File: config.mk
export PLATFORM = sky130hd
export DESIGN_NAME = mem_access_unit
export DESIGN_NICKNAME = d
export VERILOG_FILES = /design/src/rtl/mem_access_unit.sv
export SDC_FILE = /design/constraint.sdc
export NUM_CORES = 1
export LEC_CHECK = 0
export CAP_MARGIN = 20
export CORE_MARGIN = 2
export CORE_UTILIZATION = 39
export DETAILED_ROUTE_END_ITERATION = 6
export PLACE_DENSITY = 0.77
export SLEW_MARGIN = 25
export SYNTH_ARGS = -nofsm -noshare
export SYNTH_HDL_FRONTEND = slang
export SYNTH_SLANG_ARGS = --single-unit
export TNS_END_PERCENT = 10
File: constraint.sdc
create_clock -name clk -period 1.7 [get_ports clk]
set_input_delay 0.255 -clock clk [delete_from_list [all_inputs] [get_ports clk]]
set_output_delay 0.255 -clock clk [all_outputs]
set_load 0.05 [all_outputs]
File: src/rtl/mem_access_unit.sv
// MEM-stage load/store unit: alignment checks, req/ack data bus, upstream stall and MEM/WB slot.
// Load data leaves right-justified but unextended; WB applies sign/zero extension from wb_funct3.
module mem_access_unit #(
    parameter int MAX_WAIT = 15
) (
    input  logic        clk,
    input  logic        rst,
    input  logic        ex_valid,
    input  logic        ex_mem_read,
    input  logic        ex_mem_write,
    input  logic [2:0]  ex_funct3,
    input  logic [31:0] ex_addr,
    input  logic [31:0] ex_store_data,
    input  logic [31:0] ex_alu_result,
    input  logic [4:0]  ex_rd,
    input  logic        ex_reg_write,
    output logic        mem_stall,
    output logic        dmem_req,
    output logic        dmem_we,
    output logic [31:0] dmem_addr,
    output logic [31:0] dmem_wdata,
    output logic [3:0]  dmem_wstrb,
    input  logic        dmem_ack,
    input  logic [31:0] dmem_rdata,
    output logic        wb_valid,
    output logic        wb_mem_read,
    output logic        wb_reg_write,
    output logic [2:0]  wb_funct3,
    output logic [4:0]  wb_rd,
    output logic [31:0] wb_alu_result,
    output logic [31:0] wb_load_data,
    output logic        addr_exc,
    output logic        bus_err,
    output logic [31:0] err_addr,
    output logic        dbg_state
);

    typedef enum logic {IDLE = 1'b0, BUSY = 1'b1} state_t;

    localparam int CW = $clog2(MAX_WAIT + 1);
    localparam logic [CW-1:0] LAST = CW'(MAX_WAIT - 1);

    state_t        state, state_next;
    logic [CW-1:0] wait_cnt;
    logic          access, illegal_op, misaligned, fault, good;
    logic          ack_done, timeout;
    logic [3:0]    wstrb_c;
    logic [31:0]   wdata_c, load_c;

    assign dbg_state = (state == BUSY);

    always_comb begin
        access     = ex_valid & (ex_mem_read | ex_mem_write);
        illegal_op = 1'b0;
        if (ex_mem_read & ex_mem_write)
            illegal_op = 1'b1;
        else if (ex_mem_read)
            illegal_op = !(ex_funct3 inside {3'b000, 3'b001, 3'b010, 3'b100, 3'b101});
        else
            illegal_op = !(ex_funct3 inside {3'b000, 3'b001, 3'b010});
        misaligned = ((ex_funct3[1:0] == 2'b01) & ex_addr[0])
                   | ((ex_funct3[1:0] == 2'b10) & (ex_addr[1:0] != 2'b00));
        fault      = access & (illegal_op | misaligned);
        good       = access & !fault;
    end

    always_comb begin
        wstrb_c = 4'b1111;
        wdata_c = ex_store_data;
        case (ex_funct3[1:0])
            2'b00: begin
                wstrb_c = 4'b0001 << ex_addr[1:0];
                wdata_c = {4{ex_store_data[7:0]}};
            end
            2'b01: begin
                wstrb_c = 4'b0011 << ex_addr[1:0];
                wdata_c = {2{ex_store_data[15:0]}};
            end
            default: ;
        endcase
        // EX/MEM is frozen while BUSY, so ex_addr still describes the access in flight.
        load_c = ex_mem_read ? (dmem_rdata >> {ex_addr[1:0], 3'b000}) : 32'h0;
    end

    always_comb begin
        state_next = state;
        mem_stall  = 1'b0;
        ack_done   = 1'b0;
        timeout    = 1'b0;
        case (state)
            IDLE: begin
                if (good) begin
                    state_next = BUSY;
                    mem_stall  = 1'b1;
                end
            end
            BUSY: begin
                if (dmem_ack) begin
                    ack_done   = 1'b1;
                    state_next = IDLE;
                end else if (wait_cnt == LAST) begin
                    timeout    = 1'b1;
                    state_next = IDLE;
                end else begin
                    mem_stall  = 1'b1;
                end
            end
            default: state_next = IDLE;
        endcase
        if (rst)
            mem_stall = 1'b0;
    end

    always_ff @(posedge clk) begin
        if (rst)
            state <= IDLE;
        else
            state <= state_next;
    end

    always_ff @(posedge clk) begin
        if (rst) begin
            wait_cnt      <= '0;
            dmem_req      <= 1'b0;
            dmem_we       <= 1'b0;
            dmem_addr     <= 32'h0;
            dmem_wdata    <= 32'h0;
            dmem_wstrb    <= 4'h0;
            wb_valid      <= 1'b0;
            wb_mem_read   <= 1'b0;
            wb_reg_write  <= 1'b0;
            wb_funct3     <= 3'h0;
            wb_rd         <= 5'h0;
            wb_alu_result <= 32'h0;
            wb_load_data  <= 32'h0;
            addr_exc      <= 1'b0;
            bus_err       <= 1'b0;
            err_addr      <= 32'h0;
        end else begin
            addr_exc <= 1'b0;
            bus_err  <= 1'b0;
            if (state == IDLE) begin
                if (good) begin
                    dmem_req   <= 1'b1;
                    dmem_we    <= ex_mem_write;
                    dmem_addr  <= {ex_addr[31:2], 2'b00};
                    dmem_wdata <= wdata_c;
                    dmem_wstrb <= ex_mem_write ? wstrb_c : 4'h0;
                    wait_cnt   <= '0;
                    wb_valid   <= 1'b0;
                end else begin
                    wb_valid      <= ex_valid & !fault;
                    wb_mem_read   <= ex_mem_read & !fault;
                    wb_reg_write  <= ex_reg_write & !fault;
                    wb_funct3     <= ex_funct3;
                    wb_rd         <= ex_rd;
                    wb_alu_result <= ex_alu_result;
                    wb_load_data  <= 32'h0;
                    if (fault) begin
                        addr_exc <= 1'b1;
                        err_addr <= ex_addr;
                    end
                end
            end else if (ack_done || timeout) begin
                dmem_req      <= 1'b0;
                dmem_we       <= 1'b0;
                dmem_addr     <= 32'h0;
                dmem_wdata    <= 32'h0;
                dmem_wstrb    <= 4'h0;
                wait_cnt      <= '0;
                wb_valid      <= ack_done;
                wb_mem_read   <= ack_done & ex_mem_read;
                wb_reg_write  <= ack_done & ex_reg_write;
                wb_funct3     <= ex_funct3;
                wb_rd         <= ex_rd;
                wb_alu_result <= ex_alu_result;
                wb_load_data  <= ack_done ? load_c : 32'h0;
                if (timeout) begin
                    bus_err  <= 1'b1;
                    err_addr <= ex_addr;
                end
            end else begin
                wait_cnt <= wait_cnt + 1'b1;
                wb_valid <= 1'b0;
            end
        end
    end

endmodule

## Word level (Yosys, flattened, before mapping)

Cells that the tools add are included.

| storage, ports and cells | value |
|---|---|
| flip-flop bits (word level) | 184 |
| input port bits | 143 |
| logic and storage cells | 124 |

| cells by class | value |
|---|---|
| add/sub/neg operators | 1 |
| equality and inequality tests | 10 |
| shift-type cells | 3 |
| multiplexer cells | 61 |
| bitwise gates (word level) | 16 |
| reduce and logical (&&, ||, !) cells | 16 |

Operators with widths:

| cell | count |
|---|---|
| $mux W32 | 18 |
| $pmux W32 S2 | 1 |
| $shr A32 B5 Y32 | 1 |
| $mux W4 | 7 |
| $mux W1 | 27 |
| $mux W5 | 3 |
| $and A1 B1 Y1 | 11 |
| $mux W3 | 3 |
| $pmux W4 S2 | 1 |
| $eq A3 B3 Y1 const B | 2 |
| $reduce_bool A2 Y1 | 3 |
| $reduce_or A3 Y1 | 2 |
| $reduce_bool A5 Y1 | 1 |
| $add A4 B1 Y4 const B | 1 |
| $eq A4 B4 Y1 const B | 1 |
| $ne A2 B1 Y1 const B | 2 |
| $reduce_and A2 Y1 | 2 |
| $reduce_and A4 Y1 | 1 |
| $shl A1 B2 Y4 const A | 1 |
| $shl A2 B2 Y4 const A | 1 |
| $eq A3 B1 Y1 const B | 1 |
| $eq A3 B2 Y1 const B | 1 |
| $logic_not A1 Y1 | 3 |
| $logic_not A3 Y1 | 1 |
| other kinds (9) | 12 |

## Depth between registers and ports, before layout

| logic depth | value |
|---|---|
| word-level depth | 12 |
| depth in mapped cells | 8 |
| depth with buffers taken out | 7 |

## Least setup slack after synthesis

OpenSTA, ideal clock, no wires.

| path | value |
|---|---|
| path kind | register -> register |
| start | reg state (netlist: dbg_state) |
| end | reg wb_load_data[3] |
| library setup time | 117 ps |
| arrival | 1853 ps |
| slack | -271 ps |
| stages on the path, launching flop included | 7 |
| clock period less this slack | 1971 ps |
| cell sequence | dfxtp_1 clkbuf_1 nor3_1 a21oi_1 inv_2 buf_2 a32o_1 |

| between the ends | value |
|---|---|
| word-level cells in the longest chain between the ends | 4 |
| elaborated cells between the ends (all ways) | 9 |

Ends and longest elaborated chain:

| item | RTL line | RTL |
|---|---|---|
| start, declared | 43 | `state_t state, state_next;` |
| start signal, assigned | 118 | `state <= state_next;` |
| $mux W1 | 90 | `case (state)` |
| $mux W32 / $logic_or A1 B1 Y1 (equally long branches) | 177, 164 |  |
| $mux W32 / $ne A2 B1 Y1 (equally long branches) | n/a |  |
| $mux W32 / $reduce_and A2 Y1 (equally long branches) | n/a |  |
| end signal, assigned | 177 | `wb_load_data <= ack_done ? load_c : 32'h0;` |
| end, declared | 31 | `output logic [31:0] wb_load_data,` |

Parallel ways exist; a longest one is shown, timed or not. The select of a mux whose other input is x is not followed.
A chain may end at the register's enable or synchronous reset.

## Final worst setup path

| path | value |
|---|---|
| start | reg wait_cnt[0] |
| end | out mem_stall |

| between the ends | value |
|---|---|
| word-level cells in the longest chain between the ends | 5 |

Ends and longest elaborated chain:

| item | RTL line | RTL |
|---|---|---|
| start, declared | 44 | `logic [CW-1:0] wait_cnt;` |
| start signal, assigned | 183 | `wait_cnt <= wait_cnt + 1'b1;` |
| $eq A4 B4 Y1 | 101 | `end else if (wait_cnt == LAST) begin` |
| $mux W1 | 101 |  |
| $mux W1 | 98 | `if (dmem_ack) begin` |
| $pmux W1 S2 | 90 |  |
| $mux W1 | 110 | `if (rst)` |
| end, declared | 17 | `output logic mem_stall,` |

No other way between the ends.

==> impl_metrics.toml <==
[route]
ant_nets = 0
first_pass_iters = 4
drt_iter0_markers = 246
routedWlPerCell_um = 16.2
dr_wl_met3_um = 1390
drc_errors = 0
post_drt_via_cell_ratio = 4.85
vias = 6557
m1WireLength_um = 9480
highest_layer = "met4"
met2WireLength_um = 10600
finalWirelength_um = 21900

[status]
status = "finished with violations"
violations = "negative setup slack"

[floorplan]
num_rows = 51
die_y_um = 144
die_w_um = 144
start_util_pct = 39.4
pin_count = 324
core_area_mm2 = 0.0193
die_area_mm2 = 0.0207

[yosys]
synth-simple-area-share_pct = 16.2
synth-seq-cells = 182
synth_area_per_cell_um2 = 10.4
synth-seq-area-share_pct = 47.8
synth_compound_area_share_pct = 15.5
synth.top_cell.area_share_pct = 47.8
synth_cells = 732
synth_edf_count = 0
synth_commonest_cells = "dfxtp_1 (182), nand2b_1 (148), mux2i_1 (113)"
synth_top_family_by_area = "simple AND/OR/NAND/NOR gates"
yosysMostFrequentCell = "dfxtp_1"
synth_top_area_cell = "dfxtp_1"
synth-xor-area-share_pct = 0
async_reset_ff_share_pct = 0
ys_warn_count = 0
synthTopCellsByArea = "dfxtp_1 (48%), mux2i_1 (15%), nand2b_1 (12%)"
synthAdderAreaFrac_pct = 0.328
synth_ff_type = "dfxtp_1"
synthMuxAreaShare_pct = 15.7
synth_area_mm2 = 0.00762
yosysUniqueCellTypes = 42

[timing]
drv_slew = 0
hold_ws_ns = 0.166
setup_viol_count_final = 1
hold_viol = 0
fin_crit_sh_pct = 109
skew_ns = 0.0136
rsz0062_at_grt = "true"
max_freq_mhz = 541
setup_ws_ns = -0.149
fin_crit_ns = 1.85

[power_and_ir_drop]
swShare_pct = 30.4
ir_drop_mv = 0.685
seq_power_share_pct = 43.2
combinationalPowerShare_pct = 20.5
intPower_mw = 7.31
switchingPower_mw = 3.20
powerDensity_mw_per_mm2 = 902
leakage_nw = 5.35
power_frac_clock_pct = 36.3

[critical_path]
critPathLaunch = "wait_cnt[0]"
worst-endpoint-arrival_ns = 1.59
rrSetupSlack_ns = 0.04
r2r_cells = 7
r2r-start = "wait_cnt[0]"
path_delay_family = "simple AND/OR/NAND/NOR gates"
timing.critical_path.buf_inv = 3
cp_data_required_time_ns = 1.44
crit_fanout = 3
critical_path.most_common_cell = "inv_2"
cp_slowest_cell = "dfxtp_2"
path_class = "flip-flop to output port"
timing.rr.end = "dmem_addr[20]"
cp-end-kind = "output port"
max_stage_delay_ns = 0.33
worstSetupStartpointType = "flip-flop"
path_cells = "inv_2 -> ha_4 -> and3_4 -> nor3_4 -> a21oi_4 -> inv_2 -> buf_8"

[global_routing]
antenna_found_initial = 0
grt_max_degree = 148
grt_pass1_vias = 6635
overflow = 0
grt_pass1_wl_um = 34400
track_usage_pct = 21.0

[final_layout]
n_antenna_cell = 0
layout-drive-gt1-share_pct = 27.3
fin_cells = 1353
syn2layout_area_growth_pct = 52.9
fin_nets = 1221

[place]
detailed_place_hpwl_um = 15900
post-place-cells = 1318
place_congestion = 0.805
port_buffers = 321
place_ws_ns = -0.459

[clocking]
clockBufferDepth = 2
clkLatencyLatePin_ns = 0.43
clkTransAtPathRegs_ns = 0.07
clock-sinks = 182
cts_made_buffers = 17
tritoncts = "built"
htreeDepth = 4
ctsHoldBuffers = 0
cts_root_buffer = "clkbuf_16"

[job]
drv_cap = 0

[worst_hold_path]
worst_hold_path_type = "primary input to flip-flop"
whs_path_depth = 2
hold_end = "wb_valid"
min_from = "rst"
## per-layer routing
layer	track usage, %	vias up
li1	-	3262
met3	6.03	28
met4	7.22	0
met5	0	-
met2	35.1	208
met1	26.0	3059
## cell type report
type,count,area (µm²)
Clock buffer,17,425
Clock inverter,14,138
Tap cell,265,332
Multi-Input combinational cell,488,3730
Timing Repair Buffer,385,3370
Sequential cell,182,3650
Fill cell,1654,7680
Inverter,2,7.51
## per-stage QoR
| stage | instance area (µm²) | setup TNS, ns | util, % | power, mW |
|---|---|---|---|---|
| floorplan | 7630 | -0.328 | - | 5.88 |
| global placement | 11000 | -56.48 | 56.8 | 6.77 |
| detailed placement | 11000 | -63.43 | 56.8 | 6.79 |
| CTS | 11600 | -0.154 | 60.2 | 10.6 |
| global route | 11700 | -0.559 | 60.3 | 10.9 |
| finish | 11700 | -0.149 | 60.3 | 10.5 |
## layout by cell type (no fill, tap or decap), types with 4 or more instances in the layout
cell type and n:
a21oi_4 4, a22o_1 61, a2bb2oi_1 10, buf_12 8, buf_4 229, buf_6 5
clkbuf_16 17, clkdlybuf4s50_1 137, dfxtp_1 179, dlygate4sd2_1 4, inv_8 5, mux2_2 6
mux2i_1 113, nand2_1 31, nand2b_1 147, nor2_1 19, nor2b_1 5, o211ai_1 6
o21ai_0 20, o22a_1 8, o2bb2ai_1 19
## cell families (layout without fill, tap and decap cells)
| group | Yosys count | after routing |
|---|---|---|
| multiplexers | 119 | 119 |
| adder cells (fa/ha/maj) | 2 | 2 |
| AO/OA/AOI/OAI | 147 | 147 |
| AND/OR/NAND/NOR | 218 | 218 |
| other | 1 | 2 |
| buffers and inverters | 63 | 418 |
| flip-flops | 182 | 182 |
## repair_timing
action | in CTS | in global routing
setup endpoints to repair | 67 | 111
setup buffers | 5 | 0
pin swaps | 4 | 7
gates resized for setup | 21 | 6
## worst max path at each step
stage,to,slack (ns),cells past startpoint
2_1_floorplan,dmem_wdata[15],-0.01,8
3_3_place_gp,err_addr[17],-0.39,6
3_5_place_dp,dmem_addr[20],-0.46,7
4_1_cts,mem_stall,-0.15,7
5_1_grt,mem_stall,-0.23,7
6_report,mem_stall,-0.15,7
## registers in the layout, summed over array words and instances (netlist names), 3 cells and up
| name | cells |
|---|---|
| wb_alu_result | 32 |
| err_addr | 32 |
| wb_funct3 | 3 |
| dmem_wstrb | 4 |
| wb_load_data | 32 |
| wb_rd | 5 |
| dmem_addr | 30 |
| dmem_wdata | 32 |
| wait_cnt | 4 |
## worst register-to-register path, cell delays in order (launching register included)
cell,delay (ns)
dfxtp_2,0.33
inv_2,0.05
ha_4,0.15
a31o_2,0.23
a21o_1,0.19
a21oi_4,0.22
buf_6,0.25
a22o_1,0.18
## power by group through the flow
stage          clock network (mW)  logic (mW)  registers [mW]
6_report                     3.82        2.15            4.54
5_1_grt                      4.08        2.28            4.56
4_1_cts                      3.92        2.17            4.54
3_5_place_dp                    0        2.15            4.64
3_3_place_gp                    0        2.13            4.64
2_1_floorplan                   0       0.619            5.26
Note: power is estimated with default switching activity, not from simulation.
